[src/rtl/avalon_master_ctrl_if.sv]
// Bundle of the host command/response, burst write-data stream and Avalon-MM
// initiator signals of avalon_master_ctrl. The block uses the master modport;
// the environment (host + Avalon slave) uses the slave modport.
interface avalon_master_ctrl_if;
  // host command / completion
  logic        cmd_valid;
  logic        cmd_ready;
  logic        cmd_write;
  logic        cmd_burst;
  logic [10:0] cmd_addr;
  logic [9:0]  cmd_len;
  logic [31:0] cmd_wdata;
  logic        rsp_valid;
  logic [31:0] rsp_data;
  logic [1:0]  rsp_code;
  // burst beat stream
  logic        wd_valid;
  logic        wd_ready;
  logic [31:0] wd_data;
  // Avalon-MM
  logic [10:0] address;
  logic        read;
  logic        write;
  logic        beginbursttransfer;
  logic [9:0]  burstcount;
  logic [31:0] writedata;
  logic        waitrequest;
  logic [31:0] readdata;
  logic        readdatavalid;
  logic        writeresponsevalid;
  logic [1:0]  response;

  modport master (
    input  cmd_valid, cmd_write, cmd_burst, cmd_addr, cmd_len, cmd_wdata,
    output cmd_ready, rsp_valid, rsp_data, rsp_code,
    input  wd_valid, wd_data,
    output wd_ready,
    output address, read, write, beginbursttransfer, burstcount, writedata,
    input  waitrequest, readdata, readdatavalid, writeresponsevalid, response
  );

  modport slave (
    output cmd_valid, cmd_write, cmd_burst, cmd_addr, cmd_len, cmd_wdata,
    input  cmd_ready, rsp_valid, rsp_data, rsp_code,
    output wd_valid, wd_data,
    input  wd_ready,
    input  address, read, write, beginbursttransfer, burstcount, writedata,
    output waitrequest, readdata, readdatavalid, writeresponsevalid, response
  );
endinterface

[src/rtl/avalon_master_ctrl.sv]
// Avalon-MM initiator: single read, single write and burst write, one command
// at a time, one completion per command.
// Optional feature macro: AVM_TIMEOUT_EN adds a response/stall watchdog that
// completes a stuck command with rsp_code 2'b10 after TIMEOUT_CYC cycles.
// All Avalon outputs come straight from flops. Burst beats are loaded into the
// writedata register from the stream; the producer holds the beat until
// wd_ready, which pulses in the cycle the slave takes it, so one idle cycle
// follows each transferred beat.
module avalon_master_ctrl #(
  parameter logic [10:0] MAXADDR     = 11'h62C,
  parameter int unsigned TIMEOUT_CYC = 256
) (
  input  logic                 clk,
  input  logic                 n_rst,
  avalon_master_ctrl_if.master bus
);

  typedef enum logic [3:0] {
    IDLE, RD_REQ, RD_WAIT, WR_REQ, WR_RESP, BW_FIRST, BW_BEAT, BW_RESP, DONE
  } state_e;

  state_e      state_q, state_d;
  logic [10:0] address_q, address_d;
  logic        read_q, read_d;
  logic        write_q, write_d;
  logic        bbt_q, bbt_d;
  logic [9:0]  burstcount_q, burstcount_d;
  logic [9:0]  beats_q, beats_d;
  logic [31:0] writedata_q, writedata_d;
  logic [31:0] rdata_q, rdata_d;
  logic [1:0]  code_q, code_d;

  logic [11:0] burst_end;
  logic        legal;

  // burst end computed 12 bits wide so a large length cannot wrap past MAXADDR
  assign burst_end = {1'b0, bus.cmd_addr} + {2'b00, bus.cmd_len};
  assign legal = bus.cmd_burst
               ? (bus.cmd_write && (bus.cmd_addr != 11'd0) && (bus.cmd_len != 10'd0) &&
                  (burst_end < {1'b0, MAXADDR}))
               : ((bus.cmd_addr != 11'd0) && (bus.cmd_addr < MAXADDR));

`ifdef AVM_TIMEOUT_EN
  logic [8:0] tmo_q, tmo_d;
  logic       stalled;
  logic       tmo_hit;

  // a cycle counts towards the watchdog only when the slave makes no progress
  always_comb begin
    stalled = 1'b0;
    unique case (state_q)
      RD_REQ, WR_REQ:   stalled = bus.waitrequest;
      BW_BEAT:          stalled = write_q && bus.waitrequest;
      RD_WAIT:          stalled = !bus.readdatavalid;
      WR_RESP, BW_RESP: stalled = !bus.writeresponsevalid;
      default:          stalled = 1'b0;
    endcase
    tmo_hit = stalled && (tmo_q == 9'(TIMEOUT_CYC - 1));
    tmo_d   = stalled ? tmo_q + 9'd1 : 9'd0;
  end

  // watchdog counter register
  always_ff @(posedge clk or negedge n_rst) begin
    if (!n_rst) tmo_q <= 9'd0;
    else        tmo_q <= tmo_d;
  end
`endif

  // next-state and registered-output logic
  always_comb begin
    state_d      = state_q;
    address_d    = address_q;
    read_d       = read_q;
    write_d      = write_q;
    bbt_d        = 1'b0;
    burstcount_d = burstcount_q;
    beats_d      = beats_q;
    writedata_d  = writedata_q;
    rdata_d      = rdata_q;
    code_d       = code_q;

    unique case (state_q)
      IDLE: begin
        if (bus.cmd_valid) begin
          rdata_d = 32'd0;
          code_d  = 2'b00;
          if (!legal) begin
            code_d  = 2'b11;
            state_d = DONE;
          end else if (bus.cmd_burst) begin
            address_d    = bus.cmd_addr;
            burstcount_d = bus.cmd_len;
            beats_d      = bus.cmd_len;
            state_d      = BW_FIRST;
          end else if (bus.cmd_write) begin
            address_d   = bus.cmd_addr;
            writedata_d = bus.cmd_wdata;
            write_d     = 1'b1;
            state_d     = WR_REQ;
          end else begin
            address_d = bus.cmd_addr;
            read_d    = 1'b1;
            state_d   = RD_REQ;
          end
        end
      end
      RD_REQ: begin
        if (!bus.waitrequest) begin
          read_d    = 1'b0;
          address_d = 11'd0;
          if (bus.readdatavalid) begin
            rdata_d = bus.readdata;
            code_d  = bus.response;
            state_d = DONE;
          end else begin
            state_d = RD_WAIT;
          end
        end
      end
      RD_WAIT: begin
        if (bus.readdatavalid) begin
          rdata_d = bus.readdata;
          code_d  = bus.response;
          state_d = DONE;
        end
      end
      WR_REQ: begin
        if (!bus.waitrequest) begin
          write_d     = 1'b0;
          address_d   = 11'd0;
          writedata_d = 32'd0;
          state_d     = WR_RESP;
        end
      end
      WR_RESP, BW_RESP: begin
        if (bus.writeresponsevalid) begin
          code_d  = bus.response;
          state_d = DONE;
        end
      end
      BW_FIRST: begin
        if (bus.wd_valid) begin
          write_d     = 1'b1;
          bbt_d       = 1'b1;
          writedata_d = bus.wd_data;
          state_d     = BW_BEAT;
        end
      end
      BW_BEAT: begin
        if (write_q) begin
          if (!bus.waitrequest) begin
            write_d     = 1'b0;
            writedata_d = 32'd0;
            beats_d     = beats_q - 10'd1;
            if (beats_q == 10'd1) begin
              address_d    = 11'd0;
              burstcount_d = 10'd0;
              state_d      = BW_RESP;
            end
          end
        end else if (bus.wd_valid) begin
          write_d     = 1'b1;
          writedata_d = bus.wd_data;
        end
      end
      DONE: begin
        rdata_d = 32'd0;
        code_d  = 2'b00;
        state_d = IDLE;
      end
      default: state_d = IDLE;
    endcase

`ifdef AVM_TIMEOUT_EN
    if (tmo_hit) begin
      read_d       = 1'b0;
      write_d      = 1'b0;
      address_d    = 11'd0;
      burstcount_d = 10'd0;
      writedata_d  = 32'd0;
      rdata_d      = 32'd0;
      code_d       = 2'b10;
      state_d      = DONE;
    end
`endif
  end

  // state and output registers
  always_ff @(posedge clk or negedge n_rst) begin
    if (!n_rst) begin
      state_q      <= IDLE;
      address_q    <= 11'd0;
      read_q       <= 1'b0;
      write_q      <= 1'b0;
      bbt_q        <= 1'b0;
      burstcount_q <= 10'd0;
      beats_q      <= 10'd0;
      writedata_q  <= 32'd0;
      rdata_q      <= 32'd0;
      code_q       <= 2'b00;
    end else begin
      state_q      <= state_d;
      address_q    <= address_d;
      read_q       <= read_d;
      write_q      <= write_d;
      bbt_q        <= bbt_d;
      burstcount_q <= burstcount_d;
      beats_q      <= beats_d;
      writedata_q  <= writedata_d;
      rdata_q      <= rdata_d;
      code_q       <= code_d;
    end
  end

  assign bus.cmd_ready          = (state_q == IDLE);
  assign bus.rsp_valid          = (state_q == DONE);
  assign bus.rsp_data           = rdata_q;
  assign bus.rsp_code           = code_q;
  assign bus.wd_ready           = (state_q == BW_BEAT) && write_q && !bus.waitrequest;
  assign bus.address            = address_q;
  assign bus.read               = read_q;
  assign bus.write              = write_q;
  assign bus.beginbursttransfer = bbt_q;
  assign bus.burstcount         = burstcount_q;
  assign bus.writedata          = writedata_q;

endmodule
[src/flat_wrapper.sv]
// flat-port wrapper written by rule: the top's interface ports become plain ports
module avalon_master_ctrl_flat 
#(
  parameter logic [10:0] MAXADDR     = 11'h62C,
  parameter int unsigned TIMEOUT_CYC = 256
)
  (clk, n_rst, bus_cmd_valid, bus_cmd_write, bus_cmd_burst, bus_cmd_addr, bus_cmd_len, bus_cmd_wdata, bus_cmd_ready, bus_rsp_valid, bus_rsp_data, bus_rsp_code, bus_wd_valid, bus_wd_data, bus_wd_ready, bus_address, bus_read, bus_write, bus_beginbursttransfer, bus_burstcount, bus_writedata, bus_waitrequest, bus_readdata, bus_readdatavalid, bus_writeresponsevalid, bus_response);
  avalon_master_ctrl_if bus_i ();
  input  logic clk;
  input  logic n_rst;
  input wire logic [$bits(bus_i.cmd_valid)-1:0] bus_cmd_valid;
  input wire logic [$bits(bus_i.cmd_write)-1:0] bus_cmd_write;
  input wire logic [$bits(bus_i.cmd_burst)-1:0] bus_cmd_burst;
  input wire logic [$bits(bus_i.cmd_addr)-1:0] bus_cmd_addr;
  input wire logic [$bits(bus_i.cmd_len)-1:0] bus_cmd_len;
  input wire logic [$bits(bus_i.cmd_wdata)-1:0] bus_cmd_wdata;
  output wire logic [$bits(bus_i.cmd_ready)-1:0] bus_cmd_ready;
  output wire logic [$bits(bus_i.rsp_valid)-1:0] bus_rsp_valid;
  output wire logic [$bits(bus_i.rsp_data)-1:0] bus_rsp_data;
  output wire logic [$bits(bus_i.rsp_code)-1:0] bus_rsp_code;
  input wire logic [$bits(bus_i.wd_valid)-1:0] bus_wd_valid;
  input wire logic [$bits(bus_i.wd_data)-1:0] bus_wd_data;
  output wire logic [$bits(bus_i.wd_ready)-1:0] bus_wd_ready;
  output wire logic [$bits(bus_i.address)-1:0] bus_address;
  output wire logic [$bits(bus_i.read)-1:0] bus_read;
  output wire logic [$bits(bus_i.write)-1:0] bus_write;
  output wire logic [$bits(bus_i.beginbursttransfer)-1:0] bus_beginbursttransfer;
  output wire logic [$bits(bus_i.burstcount)-1:0] bus_burstcount;
  output wire logic [$bits(bus_i.writedata)-1:0] bus_writedata;
  input wire logic [$bits(bus_i.waitrequest)-1:0] bus_waitrequest;
  input wire logic [$bits(bus_i.readdata)-1:0] bus_readdata;
  input wire logic [$bits(bus_i.readdatavalid)-1:0] bus_readdatavalid;
  input wire logic [$bits(bus_i.writeresponsevalid)-1:0] bus_writeresponsevalid;
  input wire logic [$bits(bus_i.response)-1:0] bus_response;
  assign bus_i.cmd_valid = bus_cmd_valid;
  assign bus_i.cmd_write = bus_cmd_write;
  assign bus_i.cmd_burst = bus_cmd_burst;
  assign bus_i.cmd_addr = bus_cmd_addr;
  assign bus_i.cmd_len = bus_cmd_len;
  assign bus_i.cmd_wdata = bus_cmd_wdata;
  assign bus_cmd_ready = bus_i.cmd_ready;
  assign bus_rsp_valid = bus_i.rsp_valid;
  assign bus_rsp_data = bus_i.rsp_data;
  assign bus_rsp_code = bus_i.rsp_code;
  assign bus_i.wd_valid = bus_wd_valid;
  assign bus_i.wd_data = bus_wd_data;
  assign bus_wd_ready = bus_i.wd_ready;
  assign bus_address = bus_i.address;
  assign bus_read = bus_i.read;
  assign bus_write = bus_i.write;
  assign bus_beginbursttransfer = bus_i.beginbursttransfer;
  assign bus_burstcount = bus_i.burstcount;
  assign bus_writedata = bus_i.writedata;
  assign bus_i.waitrequest = bus_waitrequest;
  assign bus_i.readdata = bus_readdata;
  assign bus_i.readdatavalid = bus_readdatavalid;
  assign bus_i.writeresponsevalid = bus_writeresponsevalid;
  assign bus_i.response = bus_response;
  avalon_master_ctrl #(.MAXADDR(MAXADDR), .TIMEOUT_CYC(TIMEOUT_CYC)) u_core (.clk(clk), .n_rst(n_rst), .bus(bus_i));
endmodule
[config.mk]
export PLATFORM = sky130hd
export DESIGN_NAME = avalon_master_ctrl_flat
export DESIGN_NICKNAME = d
export VERILOG_FILES = /design/src/rtl/avalon_master_ctrl_if.sv /design/src/rtl/avalon_master_ctrl.sv /design/src/flat_wrapper.sv
export SDC_FILE = /design/constraint.sdc
export NUM_CORES = 1
export LEC_CHECK = 0
export BUFFER_PORTS_ARGS = -buffer_cell sky130_fd_sc_hd__buf_2
export CAP_MARGIN = 20
export CORE_MARGIN = 3
export CORE_UTILIZATION = 44
export CTS_CLUSTER_DIAMETER = 100
export DETAILED_ROUTE_END_ITERATION = 12
export PLACE_DENSITY_LB_ADDON = 0.12
export SYNTH_ARGS = -nofsm -noshare
export SYNTH_HDL_FRONTEND = slang
export SYNTH_SLANG_ARGS = --single-unit
export TNS_END_PERCENT = 5
[constraint.sdc]
create_clock -name clk -period 2.15 [get_ports clk]
set_input_delay 0.5375 -clock clk [delete_from_list [all_inputs] [get_ports clk]]
set_output_delay 0.5375 -clock clk [all_outputs]
set_load 0.05 [all_outputs]
# [Yosys cells after proc, flatten, opt, wreduce, memory -nomap -nowiden]
# Cells that the tools add are included.
[totals] reg_bits=104 in_bits=128 output_inout_bits=93 elab_cells=131
[classes] addsub=2 magnitude_cmp=2 n_eq_ne=24 n_mux=66 reduce_logical=27
[op_table] cell="32-bit 2-to-1 mux" n=10
[op_table] cell="32-bit one-hot mux with 4 select lines" n=2
[op_table] cell="10-bit 2-to-1 mux" n=8
[op_table] cell="11-bit 2-to-1 mux" n=6
[op_table] cell="4-bit 2-to-1 mux" n=12
[op_table] cell="10-bit one-hot mux with 2 select lines" n=2
[op_table] cell="11-bit one-hot mux with 3 select lines" n=1
[op_table] cell="4-bit one-hot mux with 7 select lines" n=1
[op_table] cell="2-bit inequality test (second input constant)" n=12
[op_table] cell="7-bit AND reduction" n=3
[op_table] cell="4-bit by 3-bit equality test with 1-bit output (second input constant)" n=4
[op_table] cell="1-bit 2-to-1 mux" n=15
[op_table] cell="11-bit by 10-bit adder with 12-bit output" n=1
[op_table] cell="12-bit by 11-bit < comparator with 1-bit output (second input constant)" n=1
[op_table] cell="2-bit 2-to-1 mux" n=6
[op_table] cell="6-bit AND reduction" n=2
[op_table] cell="11-bit < comparator (second input constant)" n=1
[op_table] cell="11-bit nonzero test" n=1
[op_table] cell="10-bit by 1-bit equality test with 1-bit output (second input constant)" n=1
[op_table] cell="2-bit one-hot mux with 5 select lines" n=1
[op_table] cell="10-bit nonzero test" n=1
[op_table] cell="10-bit by 1-bit subtractor with 10-bit output (second input constant)" n=1
[op_table] cell="9-bit AND reduction" n=1
[op_table] cell="4-bit by 2-bit equality test with 1-bit output (second input constant)" n=2
[op_table] cell="16 further kinds" n=26

# [Depth between registers and ports, before layout]
# Gate-level depths: netlist of run 1.
[logic_depth] word_depth=8 mapped_depth=10 ltp_nobuf=9

# [Worst setup path before layout of run 1]
# OpenSTA, ideal clock, no wires.
[synth_path] kind="reg2reg" start="register u_core.state_q[2]" end="register u_core.code_q[0] (netlist: u_core.bus.rsp_code[0])" setup_time_ns=0.119 arrival_time_ns=3.010 required_time_ns=2.031 slack_ns=-0.979 path_stages_with_launch=6 path_buffers=2 period_less_slack_ns=3.129 cell_sequence="dfrtp_1 clkbuf_1 clkbuf_1 nor4b_1 o311ai_0 o21a_1"
[synth_via] elab_cells_between_ends=13 cone_classes="eq/ne: 8; mux: 1; reduce/logical: 4"
[synth_lines] element="start: declaration" line_no="avalon_master_ctrl.sv:22" source="state_e state_q, state_d;"
[synth_lines] element="start signal: assignment" line_no="avalon_master_ctrl.sv:202" source="state_q <= state_d;"
[synth_lines] element="4-bit equality test *"
[synth_lines] element="net bus_rsp_valid" line_no="flat_wrapper.sv:18" source="output wire logic [$bits(bus_i.rsp_valid)-1:0] bus_rsp_valid;"
[synth_lines] element="5-bit nonzero test (no line)"
[synth_lines] element="4-bit AND reduction (no line)"
[synth_lines] element="end signal: assignment" line_no="avalon_master_ctrl.sv:211" source="code_q <= code_d;"
[synth_lines] element="end: declaration" line_no="avalon_master_ctrl.sv:31" source="logic [1:0] code_q, code_d;"
# Mark *: on every way through the listed nets, which the timed path passes. The rest lies on a longest branch.
# A chain may end at the register's enable or synchronous reset.

# [Worst setup path in the final report of run 1]
[layout_path] start="input bus_cmd_len[1]" end="register u_core.writedata_q[15] (netlist: u_core.bus.writedata[15])"
[layout_via] elab_chain_len=6 elab_cells_between_ends=8 cone_classes="add/sub: 1; order compare: 1; eq/ne: 1; mux: 1; reduce/logical: 4"
[layout_lines] element="start: declaration" line_no="flat_wrapper.sv:15" source="input wire logic [$bits(bus_i.cmd_len)-1:0] bus_cmd_len;"
[layout_lines] element="11-bit by 10-bit adder with 12-bit output or 10-bit nonzero test (tied branches)" line_no="avalon_master_ctrl.sv:37, avalon_master_ctrl.sv:39"
[layout_lines] element="12-bit by 11-bit < comparator with 1-bit output or 1-bit logical AND (tied branches)" line_no="avalon_master_ctrl.sv:40, avalon_master_ctrl.sv:39"
[layout_lines] element="1-bit logical AND *" line_no="avalon_master_ctrl.sv:39" source="? (bus.cmd_write && (bus.cmd_addr != 11'd0) && (bus.cmd_len != 10'd0) &&"
[layout_lines] element="1-bit 2-to-1 mux *" line_no="avalon_master_ctrl.sv:39"
[layout_lines] element="2-bit by 1-bit inequality test with 1-bit output (no line) *"
[layout_lines] element="5-bit AND reduction (no line) *"
[layout_lines] element="end signal: assignment" line_no="avalon_master_ctrl.sv:209" source="writedata_q <= writedata_d;"
[layout_lines] element="end: declaration" line_no="avalon_master_ctrl.sv:29" source="logic [31:0] writedata_q, writedata_d;"
# Mark *: on every way between the ends. The rest lies on a longest branch, timed or not.

==> flow_metrics.tcl, run 1 <==
set metrics [dict create \
    synthTopCellsByArea "dfrtp_1 49%, o2bb2ai_1 6.2%, nand2_1 5.6%" \
    maxCapViolations 0 \
    setup_tns_ns -35.40 \
    grt_pass1_wl_mm 25.46 \
    finClkSkew_ns 0.007247 \
    fin_crit_sh 1.281 \
    synth.distinct_cells 61 \
    die_h_microns 116.2 \
    syn_area_sq_um 5341 \
    gp_congestion 0.9334 \
    critPathSlowestCell "or4_4" \
    p_per_area_nw_per_um2 1621 \
    yosysSeqAreaShare 0.4872 \
    arrival_ns 2.98 \
    globalRouteOverflowTotal 0 \
    n_antenna_cell 0 \
    fin_area_sq_um 7784 \
    path_clk_slew_ns 0.07 \
    routed_wl_mm 16.36 \
    syn_avg_cell_area_sq_um 9.659 \
    final_cells 991 \
    setup_ws_ns -0.6052 \
    grtUsageTotal 0.2386 \
    dpl.hpwl_mm 12.68 \
    slew-limit-headroom 0.6814 \
    final_util 0.6674 \
    worstSkewPairLatency_ns 0.35 \
    startpoint_type "primary input" \
    synthTopCellsByCount "104 x dfrtp_1, 80 x nand2_1, 49 x o21ai_0, 38 x o2bb2ai_1, 33 x a22oi_1" \
    port-buffer-count 220 \
    yosysTopAreaCell "dfrtp_1" \
    drtIter0Drc 324 \
    drc 0 \
    rsz0062_at_grt "true" \
    grt_max_degree 65 \
    routedWlPerCell_microns 16.50 \
    synth_top_area_frac 0.4872 \
    violations "negative setup slack" \
    drive_gt1_frac 0.4446 \
    maxSlewViolCount 0 \
    vias 5480 \
    cts_buffer_depth 2 \
    cts-htree-levels 3 \
    antenna_found_initial 0 \
    max_freq_mhz 363.0 \
    layout_min_cycle_time_ns 2.755 \
    synthCells 553 \
    worstPathMaxFanout 32 \
    yosys_warnings 0 \
    start_util 0.4580 \
    cp.required_ns 2.37 \
    hold_violations 0 \
    path_buf_inv 2 \
    synth_nets 692 \
    vdd_drop_max_mv 0.8511 \
    core_sq_um 11660 \
    async_flop_share 1.000 \
    worst-setup-path-type "primary input to flip-flop" \
    postPlaceCellArea_sq_um 7356 \
    crit_family "compound AO/OA/AOI/OAI gates" \
    cts_tree "yes" \
    crit_chain "buf_2 > ha_4 > nand4_1 > a211oi_2 > o21bai_1 > a21boi_1 > or4_4 > a311oi_4 > o21ai_2 > buf_12 > o2bb2ai_1" \
    p_leak_nw 3.895 \
    synth_most_common_cell "dfrtp_1" \
    synth_edf_count 0 \
    die_area_sq_um 13500 \
    placed_cells 975 \
    area_delta_synth_final_pct 45.73 \
    endpoint_kind "flip-flop" \
    dr.pass1.iters 5 \
    detail-route-antenna-nets 0 \
    status "finished with violations" \
    pin_count 221 \
    max_stage_delay_ns 0.54 \
    cts-buffers-inserted 9 \
    synth-seq-cells 104 \
    ys.flop_type "dfrtp_1" \
    die_w_microns 116.2 \
    min_path_type "primary input to asynchronous set/reset pin" \
    root_buffer "clkbuf_16" \
    rows 39 \
    nets 982 \
    cts.sinks 104 \
    tightest_slew_ns 0.4779 \
    fin_hold_ws_ns 0.1204 \
    vias_per_cell 5.530 \
    first_global_vias 5232 \
    setup_violations 71 \
]
layer usage:
metal	vias to the layer above	GRT usage	part of all wire
met5	-	0	0
met1	2611	0.2938	0.41
met2	199	0.4189	0.51
met3	23	0.05026	0.060
met4	0	0.07734	0.017
li1	2647	-	-
area by class of cell:
| class | instances | area, sq um |
|---|---|---|
| multi-input combinational | 399 | 2710 |
| clock buffer | 11 | 252.7 |
| inverter | 12 | 45.04 |
| clock inverter | 5 | 53.80 |
| fill | 976 | 3879 |
| timing repair buffer | 317 | 1937 |
| sequential | 104 | 2606 |
| tap | 143 | 178.9 |
registers in the layout, indices dropped and copies added, names as in the netlist:
name,flops
u_core.beats_q,10
u_core.bus.address,11
u_core.bus.rsp_data,32
u_core.bus.writedata,32
u_core.bus.rsp_code,2
u_core.bus.burstcount,10
u_core.bus.beginbursttransfer,1
u_core.state_q,4
u_core.bus.write,1
u_core.bus.read,1
cells in the final DEF, fill, tap and decap left out, types with 21 or more instances in the layout:
cell / count
a21oi_1: 22
o21ai_0: 39
nor2_1: 22
buf_4: 92
a22o_1: 21
dfrtp_1: 101
o2bb2ai_1: 38
buf_2: 216
nand2_1: 80
a22oi_1: 33
worst paths after layout:
kind | start | end | slack (ns) | cells after the start
min reg2reg | u_core.bus.rsp_data[17] | u_core.bus.rsp_data[17] | 0.48 | 2
max reg2reg | u_core.beats_q[6] | u_core.state_q[2] | -0.28 | 9
min in group clk | bus_readdata[25] | u_core.bus.rsp_data[25] | 0.42 | 3
max | bus_cmd_len[1] | u_core.bus.writedata[15] | -0.61 | 11
max in group asynchronous | n_rst | u_core.beats_q[4] | 1.46 | 2
min | n_rst | u_core.bus.writedata[23] | 0.12 | 1
power by group:
part	switching, mW	leakage (nW)	internal (mW)
clock network	0.713	0.156	0.964
logic	5.18	2.38	2.41
registers	0.513	1.36	2.84
what timing repair did:
action / in CTS / in global routing
hold buffers: 0 / 0
pin swaps: 1 / 3
buffers inserted: 0 / 0
resized for setup: 22 / 21
setup endpoints to repair: 72 / 105
per-stage QoR:
| stage | power, mW | setup WS (ns) |
|---|---|---|
| final | 12.61 | -0.6052 |
| after detailed placement | 10.72 | -0.9541 |
| after floorplan | 8.486 | -0.6487 |
| after global routing | 13.38 | -0.6895 |
| after global placement | 10.56 | -0.9177 |
| after CTS | 12.59 | -0.5606 |
logic make-up after synthesis:
family,synth area share
compound gates,0.2811
simple gates,0.1506
flops,0.4872
buf+inv,0.04497
fa+ha+maj,0.02764
xor+xnor,0.006560
mux,0.001874
No activity file was read; power rests on OpenSTA's default activity.
==> inputs of run 2 (changes only) <==
- CORE_ASPECT_RATIO: not set -> 1.75
- HOLD_SLACK_MARGIN: not set -> 0.03
==> flow_metrics.tcl, run 2 (same netlist as run 1, synthesis figures left out) <==
set metrics [dict create \
    status "finished with violations" \
    violations "negative setup slack" \
    layout_min_cycle_time_ns 2.817 \
    n_fill_cell 952 \
    slew-limit-headroom 0.7064 \
    cts-buffers-inserted 9 \
    fin_hold_ws_ns 0.1322 \
    final_cell_mix "212 x buf_2, 104 x dfrtp_1, 94 x buf_4" \
    first_global_vias 5436 \
    dr.pass1.iters 6 \
    die_area_sq_um 13550 \
    n_antenna_cell 0 \
    vias_per_cell 5.646 \
    cts-htree-levels 3 \
    startpoint_type "primary input" \
    cts_buffer_depth 2 \
    path_clk_slew_ns 0.07 \
    routed_wl_mm 17.89 \
    grt_max_degree 65 \
    worst-setup-path-type "primary input to flip-flop" \
    pre_cts_ws_ns -1.005 \
    cts.sinks 104 \
    area_delta_synth_final_pct 52.35 \
    die_h_microns 151.8 \
    cts_tree "yes" \
    maxCapViolations 0 \
    mostFrequentLayoutCell "buf_2" \
    p_per_area_nw_per_um2 1598 \
    vdd_drop_max_mv 0.9559 \
    min_path_type "primary input to asynchronous set/reset pin" \
    fin_crit_sh 1.310 \
    finClkSkew_ns 0.01249 \
    vias 5606 \
    maxSlewViolCount 0 \
    core_sq_um 11710 \
    nets 992 \
    drtIter0Drc 354 \
    drc 0 \
    start_util 0.4561 \
    port-buffer-count 220 \
    die_w_microns 89.29 \
    root_buffer "clkbuf_16" \
    endpoint_kind "flip-flop" \
    tightest_slew_ns 0.4404 \
    worstSkewPairLatency_ns 0.35 \
    dpl.hpwl_mm 13.55 \
    grt_pass1_wl_mm 25.94 \
    drive_gt1_frac 0.4755 \
    routedWlPerCell_microns 18.01 \
    antenna_found_initial 0 \
    max_freq_mhz 355.0 \
    arrival_ns 3.08 \
    detail-route-antenna-nets 0 \
    rsz0062_at_grt "true" \
    setup_violations 72 \
    p_leak_nw 4.002 \
    hold_violations 0 \
    gp_congestion 0.9625 \
    worstPathMaxFanout 8 \
    grtUsageTotal 0.2479 \
    pin_count 221 \
    rows 52 \
    cp.required_ns 2.41 \
    globalRouteOverflowTotal 0 \
    setup_ws_ns -0.6669 \
]
## run 2: what timing repair did
action,4_1_cts,5_1_grt
pin swaps,3,22
hold buffers,0,0
setup buffers,1,4
endpoints found under the setup margin,72,105
cloned,0,3
gates resized for setup,16,56
## run 2: area by class of cell
cell class	count	area [sq um]	area share
Multi-Input combinational cell	399	2918	0.3585
Sequential cell	104	2603	0.3198
Timing Repair Buffer	327	2112	0.2595
Clock buffer	9	225.2	0.02768
Tap cell	135	168.9	0.02076
Clock inverter	7	66.31	0.008149
Inverter	12	45.04	0.005535
## run 2: power breakdown
group | switching [mW] | leakage [nW] | internal [mW]
logic | 5.36 | 2.51 | 2.67
registers | 0.545 | 1.36 | 2.84
clock network | 0.786 | 0.136 | 0.811
## run 2: path summary, 6_finish.rpt
| check | cells after the start | slack (ns) | endpoint | start |
|---|---|---|---|---|
| setup / recovery | 12 | -0.67 | u_core.bus.writedata[19] | bus_cmd_len[2] |
| hold / removal | 1 | 0.13 | u_core.bus.writedata[0] | n_rst |
| min in group clk | 3 | 0.42 | u_core.bus.rsp_data[22] | bus_readdata[22] |
| hold reg to reg | 2 | 0.48 | u_core.bus.rsp_data[27] | u_core.bus.rsp_data[27] |
| max in group asynchronous | 2 | 1.37 | u_core.beats_q[8] | n_rst |
| setup reg to reg | 8 | -0.29 | u_core.state_q[2] | u_core.beats_q[6] |
## run 2: stage by stage
| stage | instance area [sq um] | instances | power (mW) | util | setup TNS (ns) |
|---|---|---|---|---|---|
| floorplan | 5456 | 553 | 8.486 | - | -37.44 |
| global placement | 7383 | 969 | 10.62 | 0.6304 | -60.16 |
| detailed placement | 7383 | 969 | 10.78 | 0.6304 | -64.20 |
| CTS | 7745 | 986 | 12.46 | 0.6613 | -33.86 |
| global route | 8138 | 993 | 13.73 | 0.6949 | -44.04 |
| finish | 8138 | 993 | 13.00 | 0.6949 | -37.13 |
## run 2: critical path: stages
cell	delay, ns
buf_6	0.11
ha_4	0.27
nand4_1	0.16
a211oi_2	0.28
o21bai_1	0.12
a21boi_2	0.18
or4_4	0.53
a311oi_4	0.31
buf_4	0.17
nor2_4	0.06
clkbuf_16	0.19
o2bb2ai_1	0.14
## run 2: routing by layer
| metal | vias to the layer above | GRT usage | wire [microns] | share of wire |
|---|---|---|---|---|
| met5 | - | 0 | 0 | 0 |
| met3 | 44 | 0.03680 | 1002 | 0.056 |
| li1 | 2670 | - | - | - |
| met2 | 224 | 0.4649 | 9801 | 0.55 |
| met4 | 0 | 0.1118 | 675 | 0.038 |
| met1 | 2668 | 0.2637 | 6407 | 0.36 |
